## src/rtl/ram_bridge_if.sv

```systemverilog
//------------------------------------------------------------------------------
// Module   : ram_bridge_if
// Purpose  : CPU-bus and SDRAM-controller signal bundle for ram_bridge.
// Revision : 1.0 - initial release
//------------------------------------------------------------------------------
`default_nettype none

interface ram_bridge_if #(
  parameter int BUS_AW      = 20,
  parameter int MEM_AW      = 25,
  parameter int EMS_WINDOWS = 4,
  parameter int EMS_PAGE_W  = 7
) ();
  logic                              enable_sdram;
  logic [BUS_AW-1:0]                 address;
  logic [7:0]                        internal_data_bus;
  logic [7:0]                        data_bus_out;
  logic                              memory_read_n;
  logic                              memory_write_n;
  logic                              memory_access_ready;
  logic                              ram_address_select_n;
  logic [EMS_WINDOWS*EMS_PAGE_W-1:0] ems_map;
  logic [EMS_WINDOWS-1:0]            ems_hit;
  logic [MEM_AW-1:0]                 access_address;
  logic [15:0]                       access_data_in;
  logic                              write_request;
  logic                              read_request;
  logic                              write_flag;
  logic                              read_flag;
  logic [15:0]                       access_data_out;
  logic                              idle;
  logic                              post_full;

  modport slave (
    input  enable_sdram, address, internal_data_bus, memory_read_n, memory_write_n,
           ems_map, ems_hit, write_flag, read_flag, access_data_out, idle,
    output data_bus_out, memory_access_ready, ram_address_select_n, access_address,
           access_data_in, write_request, read_request, post_full
  );

  modport master (
    output enable_sdram, address, internal_data_bus, memory_read_n, memory_write_n,
           ems_map, ems_hit, write_flag, read_flag, access_data_out, idle,
    input  data_bus_out, memory_access_ready, ram_address_select_n, access_address,
           access_data_in, write_request, read_request, post_full
  );
endinterface

`default_nettype wire

```

## src/rtl/ram_bridge.sv

```systemverilog
//------------------------------------------------------------------------------
// Module   : ram_bridge
// Purpose  : CPU-bus RAM front end with EMS windows and a posted-write FIFO.
// Revision : 1.0 - initial release
//------------------------------------------------------------------------------
`default_nettype none

module ram_bridge #(
  parameter int BUS_AW      = 20,
  parameter int MEM_AW      = 25,
  parameter int EMS_WINDOWS = 4,
  parameter int EMS_PAGE_W  = 7,
  parameter int EMS_OFS_W   = 14,
  parameter int POST_DEPTH  = 4
) (
  input  logic        clock,
  input  logic        reset,
  ram_bridge_if.slave bif
);
  localparam int PTR_W = $clog2(POST_DEPTH);
  localparam int CNT_W = PTR_W + 1;
  localparam logic [CNT_W-1:0] C_FULL = CNT_W'(POST_DEPTH);

  typedef enum logic [2:0] {
    S_IDLE, S_WR_REQ, S_WR_WAIT, S_RD_REQ, S_RD_WAIT, S_DONE, S_ABORT
  } state_t;

  state_t r_state, w_next;

  logic              w_sel, w_found, w_wr_start, w_rd_start;
  logic              w_full, w_pop, w_push, w_can_push;
  logic [MEM_AW-1:0] w_xlat, w_push_addr;
  logic [7:0]        w_push_data;
  logic              w_wreq, w_rreq;
  logic [MEM_AW-1:0] w_acc_addr;
  logic [15:0]       w_acc_data;
  logic              w_unused_hi;

  logic              r_rd_n_q, r_wr_n_q, r_wr_pend, r_rd_busy;
  logic [PTR_W-1:0]  r_wp, r_rp;
  logic [CNT_W-1:0]  r_cnt;
  logic [MEM_AW-1:0] r_cur_addr, r_rd_addr, r_pend_addr;
  logic [7:0]        r_cur_data, r_pend_data, r_rd_data, r_dout;
  logic [MEM_AW-1:0] r_fifo_addr [POST_DEPTH];
  logic [7:0]        r_fifo_data [POST_DEPTH];

  // Lowest-numbered hitting window owns the translation.
  always_comb begin
    w_found = 1'b0;
    w_xlat  = MEM_AW'(bif.address);
    for (int i = 0; i < EMS_WINDOWS; i++) begin
      if (!w_found && bif.ems_hit[i]) begin
        w_found = 1'b1;
        w_xlat  = MEM_AW'({1'b1, bif.ems_map[i*EMS_PAGE_W +: EMS_PAGE_W],
                           bif.address[EMS_OFS_W-1:0]});
      end
    end
  end

  assign w_sel = bif.enable_sdram
              && (bif.address[BUS_AW-1 -: 4] != 4'hB)
              && (bif.address[BUS_AW-1 -: 4] != 4'hF);

  assign w_wr_start = w_sel && !bif.memory_write_n && r_wr_n_q;
  assign w_rd_start = w_sel && !bif.memory_read_n && r_rd_n_q && !w_wr_start;

  assign w_full      = (r_cnt == C_FULL);
  assign w_pop       = (r_state == S_IDLE) && (r_cnt != '0);
  assign w_can_push  = !w_full || w_pop;
  assign w_push      = (w_wr_start || r_wr_pend) && w_can_push;
  assign w_push_addr = r_wr_pend ? r_pend_addr : w_xlat;
  assign w_push_data = r_wr_pend ? r_pend_data : bif.internal_data_bus;

  always_comb begin
    w_next     = r_state;
    w_wreq     = 1'b0;
    w_rreq     = 1'b0;
    w_acc_addr = '0;
    w_acc_data = '0;
    case (r_state)
      S_IDLE: begin
        if (r_cnt != '0)    w_next = S_WR_REQ;
        else if (r_rd_busy) w_next = S_RD_REQ;
      end
      S_WR_REQ: begin
        w_wreq     = 1'b1;
        w_acc_addr = r_cur_addr;
        w_acc_data = {8'h00, r_cur_data};
        if (bif.write_flag) w_next = S_WR_WAIT;
      end
      S_WR_WAIT: begin
        w_acc_addr = r_cur_addr;
        w_acc_data = {8'h00, r_cur_data};
        if (!bif.write_flag) w_next = S_IDLE;
      end
      S_RD_REQ: begin
        w_rreq     = 1'b1;
        w_acc_addr = r_rd_addr;
        if (bif.memory_read_n)  w_next = S_ABORT;
        else if (bif.read_flag) w_next = S_RD_WAIT;
      end
      S_RD_WAIT: begin
        w_acc_addr = r_rd_addr;
        if (bif.memory_read_n)   w_next = S_ABORT;
        else if (!bif.read_flag) w_next = S_DONE;
      end
      S_DONE:  if (bif.memory_read_n) w_next = S_IDLE;
      S_ABORT: if (bif.idle)          w_next = S_IDLE;
      default: w_next = S_IDLE;
    endcase
  end

  always_ff @(posedge clock) begin
    if (reset) begin
      r_state     <= S_IDLE;
      r_rd_n_q    <= 1'b1;
      r_wr_n_q    <= 1'b1;
      r_wr_pend   <= 1'b0;
      r_rd_busy   <= 1'b0;
      r_wp        <= '0;
      r_rp        <= '0;
      r_cnt       <= '0;
      r_cur_addr  <= '0;
      r_cur_data  <= '0;
      r_rd_addr   <= '0;
      r_pend_addr <= '0;
      r_pend_data <= '0;
      r_rd_data   <= '0;
      r_dout      <= '0;
    end else begin
      r_state  <= w_next;
      r_rd_n_q <= bif.memory_read_n;
      r_wr_n_q <= bif.memory_write_n;

      if (w_push) r_wp <= r_wp + PTR_W'(1);
      if (w_pop) begin
        r_rp       <= r_rp + PTR_W'(1);
        r_cur_addr <= r_fifo_addr[r_rp];
        r_cur_data <= r_fifo_data[r_rp];
      end
      if (w_push && !w_pop)      r_cnt <= r_cnt + CNT_W'(1);
      else if (w_pop && !w_push) r_cnt <= r_cnt - CNT_W'(1);

      // A write that finds the FIFO full is parked here and the bus is stalled.
      if (w_wr_start && !w_can_push) begin
        r_wr_pend   <= 1'b1;
        r_pend_addr <= w_xlat;
        r_pend_data <= bif.internal_data_bus;
      end else if (w_push) begin
        r_wr_pend <= 1'b0;
      end

      if (w_rd_start) begin
        r_rd_busy <= 1'b1;
        r_rd_addr <= w_xlat;
      end else if (bif.memory_read_n || (r_state == S_RD_WAIT && w_next == S_DONE)) begin
        r_rd_busy <= 1'b0;
      end

      if (r_state == S_RD_REQ && w_next == S_RD_WAIT) r_rd_data <= bif.access_data_out[7:0];
      if (r_state == S_RD_WAIT && w_next == S_DONE)   r_dout    <= r_rd_data;
    end
  end

  always_ff @(posedge clock) begin
    if (w_push) begin
      r_fifo_addr[r_wp] <= w_push_addr;
      r_fifo_data[r_wp] <= w_push_data;
    end
  end

  assign w_unused_hi = ^bif.access_data_out[15:8];

  assign bif.ram_address_select_n = ~w_sel;
  assign bif.memory_access_ready  = ~w_sel | ~(r_wr_pend | r_rd_busy);
  assign bif.data_bus_out         = r_dout;
  assign bif.post_full            = w_full;
  assign bif.write_request        = w_wreq;
  assign bif.read_request         = w_rreq;
  assign bif.access_address       = w_acc_addr;
  assign bif.access_data_in       = w_acc_data;
endmodule

`default_nettype wire
```

## src/flat_wrapper.sv

```systemverilog
// flat-port wrapper written by rule: the top's interface ports become plain ports
module ram_bridge_flat 
#(
  parameter int BUS_AW      = 20,
  parameter int MEM_AW      = 25,
  parameter int EMS_WINDOWS = 4,
  parameter int EMS_PAGE_W  = 7,
  parameter int EMS_OFS_W   = 14,
  parameter int POST_DEPTH  = 4
)
  (clock, reset, bif_enable_sdram, bif_address, bif_internal_data_bus, bif_memory_read_n, bif_memory_write_n, bif_ems_map, bif_ems_hit, bif_write_flag, bif_read_flag, bif_access_data_out, bif_idle, bif_data_bus_out, bif_memory_access_ready, bif_ram_address_select_n, bif_access_address, bif_access_data_in, bif_write_request, bif_read_request, bif_post_full);
  ram_bridge_if #(.BUS_AW(BUS_AW), .MEM_AW(MEM_AW), .EMS_WINDOWS(EMS_WINDOWS), .EMS_PAGE_W(EMS_PAGE_W)) bif_i ();
  input  logic clock;
  input  logic reset;
  input wire logic [$bits(bif_i.enable_sdram)-1:0] bif_enable_sdram;
  input wire logic [$bits(bif_i.address)-1:0] bif_address;
  input wire logic [$bits(bif_i.internal_data_bus)-1:0] bif_internal_data_bus;
  input wire logic [$bits(bif_i.memory_read_n)-1:0] bif_memory_read_n;
  input wire logic [$bits(bif_i.memory_write_n)-1:0] bif_memory_write_n;
  input wire logic [$bits(bif_i.ems_map)-1:0] bif_ems_map;
  input wire logic [$bits(bif_i.ems_hit)-1:0] bif_ems_hit;
  input wire logic [$bits(bif_i.write_flag)-1:0] bif_write_flag;
  input wire logic [$bits(bif_i.read_flag)-1:0] bif_read_flag;
  input wire logic [$bits(bif_i.access_data_out)-1:0] bif_access_data_out;
  input wire logic [$bits(bif_i.idle)-1:0] bif_idle;
  output wire logic [$bits(bif_i.data_bus_out)-1:0] bif_data_bus_out;
  output wire logic [$bits(bif_i.memory_access_ready)-1:0] bif_memory_access_ready;
  output wire logic [$bits(bif_i.ram_address_select_n)-1:0] bif_ram_address_select_n;
  output wire logic [$bits(bif_i.access_address)-1:0] bif_access_address;
  output wire logic [$bits(bif_i.access_data_in)-1:0] bif_access_data_in;
  output wire logic [$bits(bif_i.write_request)-1:0] bif_write_request;
  output wire logic [$bits(bif_i.read_request)-1:0] bif_read_request;
  output wire logic [$bits(bif_i.post_full)-1:0] bif_post_full;
  assign bif_i.enable_sdram = bif_enable_sdram;
  assign bif_i.address = bif_address;
  assign bif_i.internal_data_bus = bif_internal_data_bus;
  assign bif_i.memory_read_n = bif_memory_read_n;
  assign bif_i.memory_write_n = bif_memory_write_n;
  assign bif_i.ems_map = bif_ems_map;
  assign bif_i.ems_hit = bif_ems_hit;
  assign bif_i.write_flag = bif_write_flag;
  assign bif_i.read_flag = bif_read_flag;
  assign bif_i.access_data_out = bif_access_data_out;
  assign bif_i.idle = bif_idle;
  assign bif_data_bus_out = bif_i.data_bus_out;
  assign bif_memory_access_ready = bif_i.memory_access_ready;
  assign bif_ram_address_select_n = bif_i.ram_address_select_n;
  assign bif_access_address = bif_i.access_address;
  assign bif_access_data_in = bif_i.access_data_in;
  assign bif_write_request = bif_i.write_request;
  assign bif_read_request = bif_i.read_request;
  assign bif_post_full = bif_i.post_full;
  ram_bridge #(.BUS_AW(BUS_AW), .MEM_AW(MEM_AW), .EMS_WINDOWS(EMS_WINDOWS), .EMS_PAGE_W(EMS_PAGE_W), .EMS_OFS_W(EMS_OFS_W), .POST_DEPTH(POST_DEPTH)) u_core (.clock(clock), .reset(reset), .bif(bif_i));
endmodule
```

## config.mk

```make
export PLATFORM = sky130hd
export DESIGN_NAME = ram_bridge_flat
export DESIGN_NICKNAME = d
export VERILOG_FILES = /design/src/rtl/ram_bridge_if.sv /design/src/rtl/ram_bridge.sv /design/src/flat_wrapper.sv
export SDC_FILE = /design/constraint.sdc
export NUM_CORES = 1
export LEC_CHECK = 0
export CAP_MARGIN = 20
export CORE_MARGIN = 8
export CORE_UTILIZATION = 59
export CTS_CLUSTER_SIZE = 40
export DETAILED_ROUTE_END_ITERATION = 10
export GPL_TIMING_DRIVEN = 0
export PLACE_DENSITY = 0.85
export SYNTH_ARGS = -nofsm -noshare
export SYNTH_HDL_FRONTEND = slang
export SYNTH_SLANG_ARGS = --single-unit
export TNS_END_PERCENT = 5
```

## constraint.sdc

```tcl
create_clock -name clock -period 5.1 [get_ports clock]
set_input_delay 1.02 -clock clock [delete_from_list [all_inputs] [get_ports clock]]
set_output_delay 1.02 -clock clock [all_outputs]
set_load 0.02 [all_outputs]
```

==> run summary <==
worst rel slew slack - 39.57%
Die Span Y - 145.0 um
placed cell count - 1138
final setup fails - 0
unrepaired setup endpoints after global routing - false
Int Power - 3.725 mW
Setup crit start kind - register
min Tclk post-route - 3.786 ns
vias - 7003
drt first pass iters - 5
Fillers - 1076
TritonCTS Buffers - 22
CTS clock-pin slew for the worst setup and hold paths - 0.06 ns
vias in the first global route - 7123
ys async rst share - 0%
gp weighted congestion - 0.7950
Post-Layout Cell Count - 1178
Cells after Synth - 792
Max Cap Viol - 0
CP Max Fanout - 10
total negative setup slack - 0 ns
final count of hold timing violations - 0
post_cts resized - 0
Comb pwr share - 31.0%
synth warn - 0
PD cells - 453.8 nW/um2
DRT Wirelength - 24080 um
Net Sw Frac - 31.42%
buffer count from post-CTS setup fixing - 0
worst r2r src - u_core.r_cnt[0]
FF-to-FF setup slack - 2.46 ns
initial antenna violation count - 0
Clock Path Buffers - 3
GRT Overall Usage - 22.40%
worst clock skew - 0.01036 ns
hold depth - 2
pin count of the biggest net entering global routing - 31
Clk pwr share - 28.0%
fmax - 264.1 MHz
Crit path required time - 4.08 ns
Arr. time, crit path - 2.77 ns
initial DRC count - 562
Distinct cells, synth - 61
Max Transition Viols Final - 0
outcome - completed
Crit. End Element - output pin
number of flops mapped to enable cells by yosys - 120
clk root buf - clkbuf_16
Core Rows - 47
ANT nets after route - 0
Peak VDD IR - 0.2368 mV
hold crit path type - register to register
Worst Hold Path EP - u_core.r_rd_addr[6]
Worst Min Path Start - u_core.r_rd_addr[6]
share of cells above drive strength 1 - 20.46%
Sink Count - 232
r2r endpoint - u_core.r_cnt[2]
hpwl dp - 16130 um
total gr overflow - 0
Clk Latency, worst-skew pair - 0.50 ns
sequential share of the synthesized area - 59.50%
Reg2Reg Depth - 11
global-route wire length before repair - 38230 um
H-tree Lvls - 1
Main synth FF type - edfxtp_1
CTS tree - done
most frequent cells in the layout - edfxtp_1 (120), clkdlybuf4s50_1 (116), dfxtp_1 (112)
worst slew pin tran - 0.9064 ns
Psw - 1.706 mW
die area - 21040 um2
Port Buf Inserts - 116
Final nets - 1032
most common cell after layout, fill and taps aside - edfxtp_1
Vias/cell - 5.945
flops & latches, synth - 232
Reg power frac - 41.0%
critical path type - register to output pin
Area Overhead vs Synth - 21.83%
ant diodes - 0
initial core utilization - 59.88%
Pleak - 4.081 nW
core area - 16410 um2
IO Pins - 138
Hold Buf Count CTS - 0
Avg Inst Size Synth - 12.40 um2
DRC - 0
Period Utilization, post-route - 74.24%
Synth Cell Area - 9824 um2
Routed wire per std cell - 20.44 um
Hold Worst Slack - 0.4521 ns
die extent in x - 145.0 um
## synth_stat cells, drive strengths merged (11+ instances only)
library cell  instances  share of area [%]
edfxtp              120                 37
nor2                 35                1.4
and2                 13               0.85
buf                  49                3.3
mux4                 30                6.9
nand2               106                4.8
inv                  11               0.42
a22o                 22                2.0
nand3                35                1.8
mux2i                18                1.8
clkbuf               20               0.76
a21oi                87                5.5
mux2                 24                2.8
o21ai                39                2.0
dfxtp               112                 23
## area by class of cell
| class | instances | area (um2) | share of cell area, % |
|---|---|---|---|
| clock inverters | 7 | 28.78 | 0.2404 |
| well taps | 220 | 275.3 | 2.300 |
| flip-flops and latches | 232 | 5846 | 48.84 |
| clock buffers | 33 | 636.9 | 5.321 |
| inverters | 13 | 53.80 | 0.4495 |
| multi-input cells | 488 | 3567 | 29.80 |
| repair buffers | 116 | 1161 | 9.701 |
| plain buffers | 69 | 400.4 | 3.345 |
## power by group through the flow
stage | clock, mW | combinational, mW | sequential (mW)
6_report | 1.52 | 1.68 | 2.23
5_1_grt | 1.60 | 1.81 | 2.24
4_1_cts | 1.53 | 1.68 | 2.23
3_5_place_dp | 0 | 1.67 | 2.27
3_3_place_gp | 0 | 1.64 | 2.26
2_1_floorplan | 0 | 1.19 | 2.24
## worst max-delay path, stage by stage, from the launching register on
cell and delay [ns]:
dfxtp_1 0.31, buf_4 0.17, xnor2_1 0.14, nor2_1 0.23, clkbuf_1 0.52, a22o_1 0.27, clkdlybuf4s50_1 0.62
## state kept, by name, indices dropped and copies added (netlist names)
name                     flops
u_core.bif.data_bus_out      8
u_core.r_cnt                 3
u_core.r_cur_addr           22
u_core.r_cur_data            8
u_core.r_fifo_addr          88
u_core.r_fifo_data          32
u_core.r_pend_addr          22
u_core.r_pend_data           8
u_core.r_rd_addr            22
u_core.r_rd_busy             1
u_core.r_rd_data             8
u_core.r_rd_n_q              1
u_core.r_rp                  2
u_core.r_state               3
u_core.r_wp                  2
u_core.r_wr_n_q              1
u_core.r_wr_pend             1
## routing by layer
metal  routed length, um  share of wire (%)  vias up  GRT usage (%)
met5                   0                  0        -              0
met4                 493                2.0        0          7.628
met3                2544                 11       45          5.410
met2               11690                 49      419          37.34
met1                9352                 39     3361          28.08
li1                    -                  -     3178              -
## stage by stage
step / cell area [um2] / power [mW] / setup WS [ns] / util (%)
after floorplan: 9862 / 3.428 / 2.163 / -
after global placement: 11300 / 3.900 / 1.019 / 68.86
after detailed placement: 11300 / 3.934 / 1.380 / 68.89
after CTS: 11970 / 5.438 / 1.271 / 72.95
after global routing: 11970 / 5.651 / 1.151 / 72.95
final: 11970 / 5.431 / 1.314 / 72.95
## worst max-delay path by stage
| stage | start | to | slack (ns) | cells past startpoint |
|---|---|---|---|---|
| 2_1_floorplan | bif_address[17] | u_core.r_cnt[2] | 2.16 | 10 |
| 3_3_place_gp | bif_address[17] | u_core.r_fifo_addr[3][10] | 1.02 | 6 |
| 3_5_place_dp | bif_address[16] | bif_memory_access_ready | 1.38 | 4 |
| 4_1_cts | u_core.r_state[1] | bif_access_address[17] | 1.27 | 6 |
| 5_1_grt | u_core.r_state[1] | bif_access_address[17] | 1.15 | 6 |
| 6_report | u_core.r_state[1] | bif_access_address[17] | 1.31 | 6 |
## cell families (layout without fill, tap and decap cells)
family	count (synthesis)	count (layout)	synth area share, %
buffers and inverters	82	238	4.623
DFF	232	232	59.50
AOI/OAI and AO/OA	180	180	12.26
adders and majority gates	6	6	0.8406
xor gates and xnor gates	5	5	0.4458
and+or+nand+nor	214	214	10.79
muxes	72	72	11.50
other	1	11	0.03817
Power figures use the tool's default switching activity.
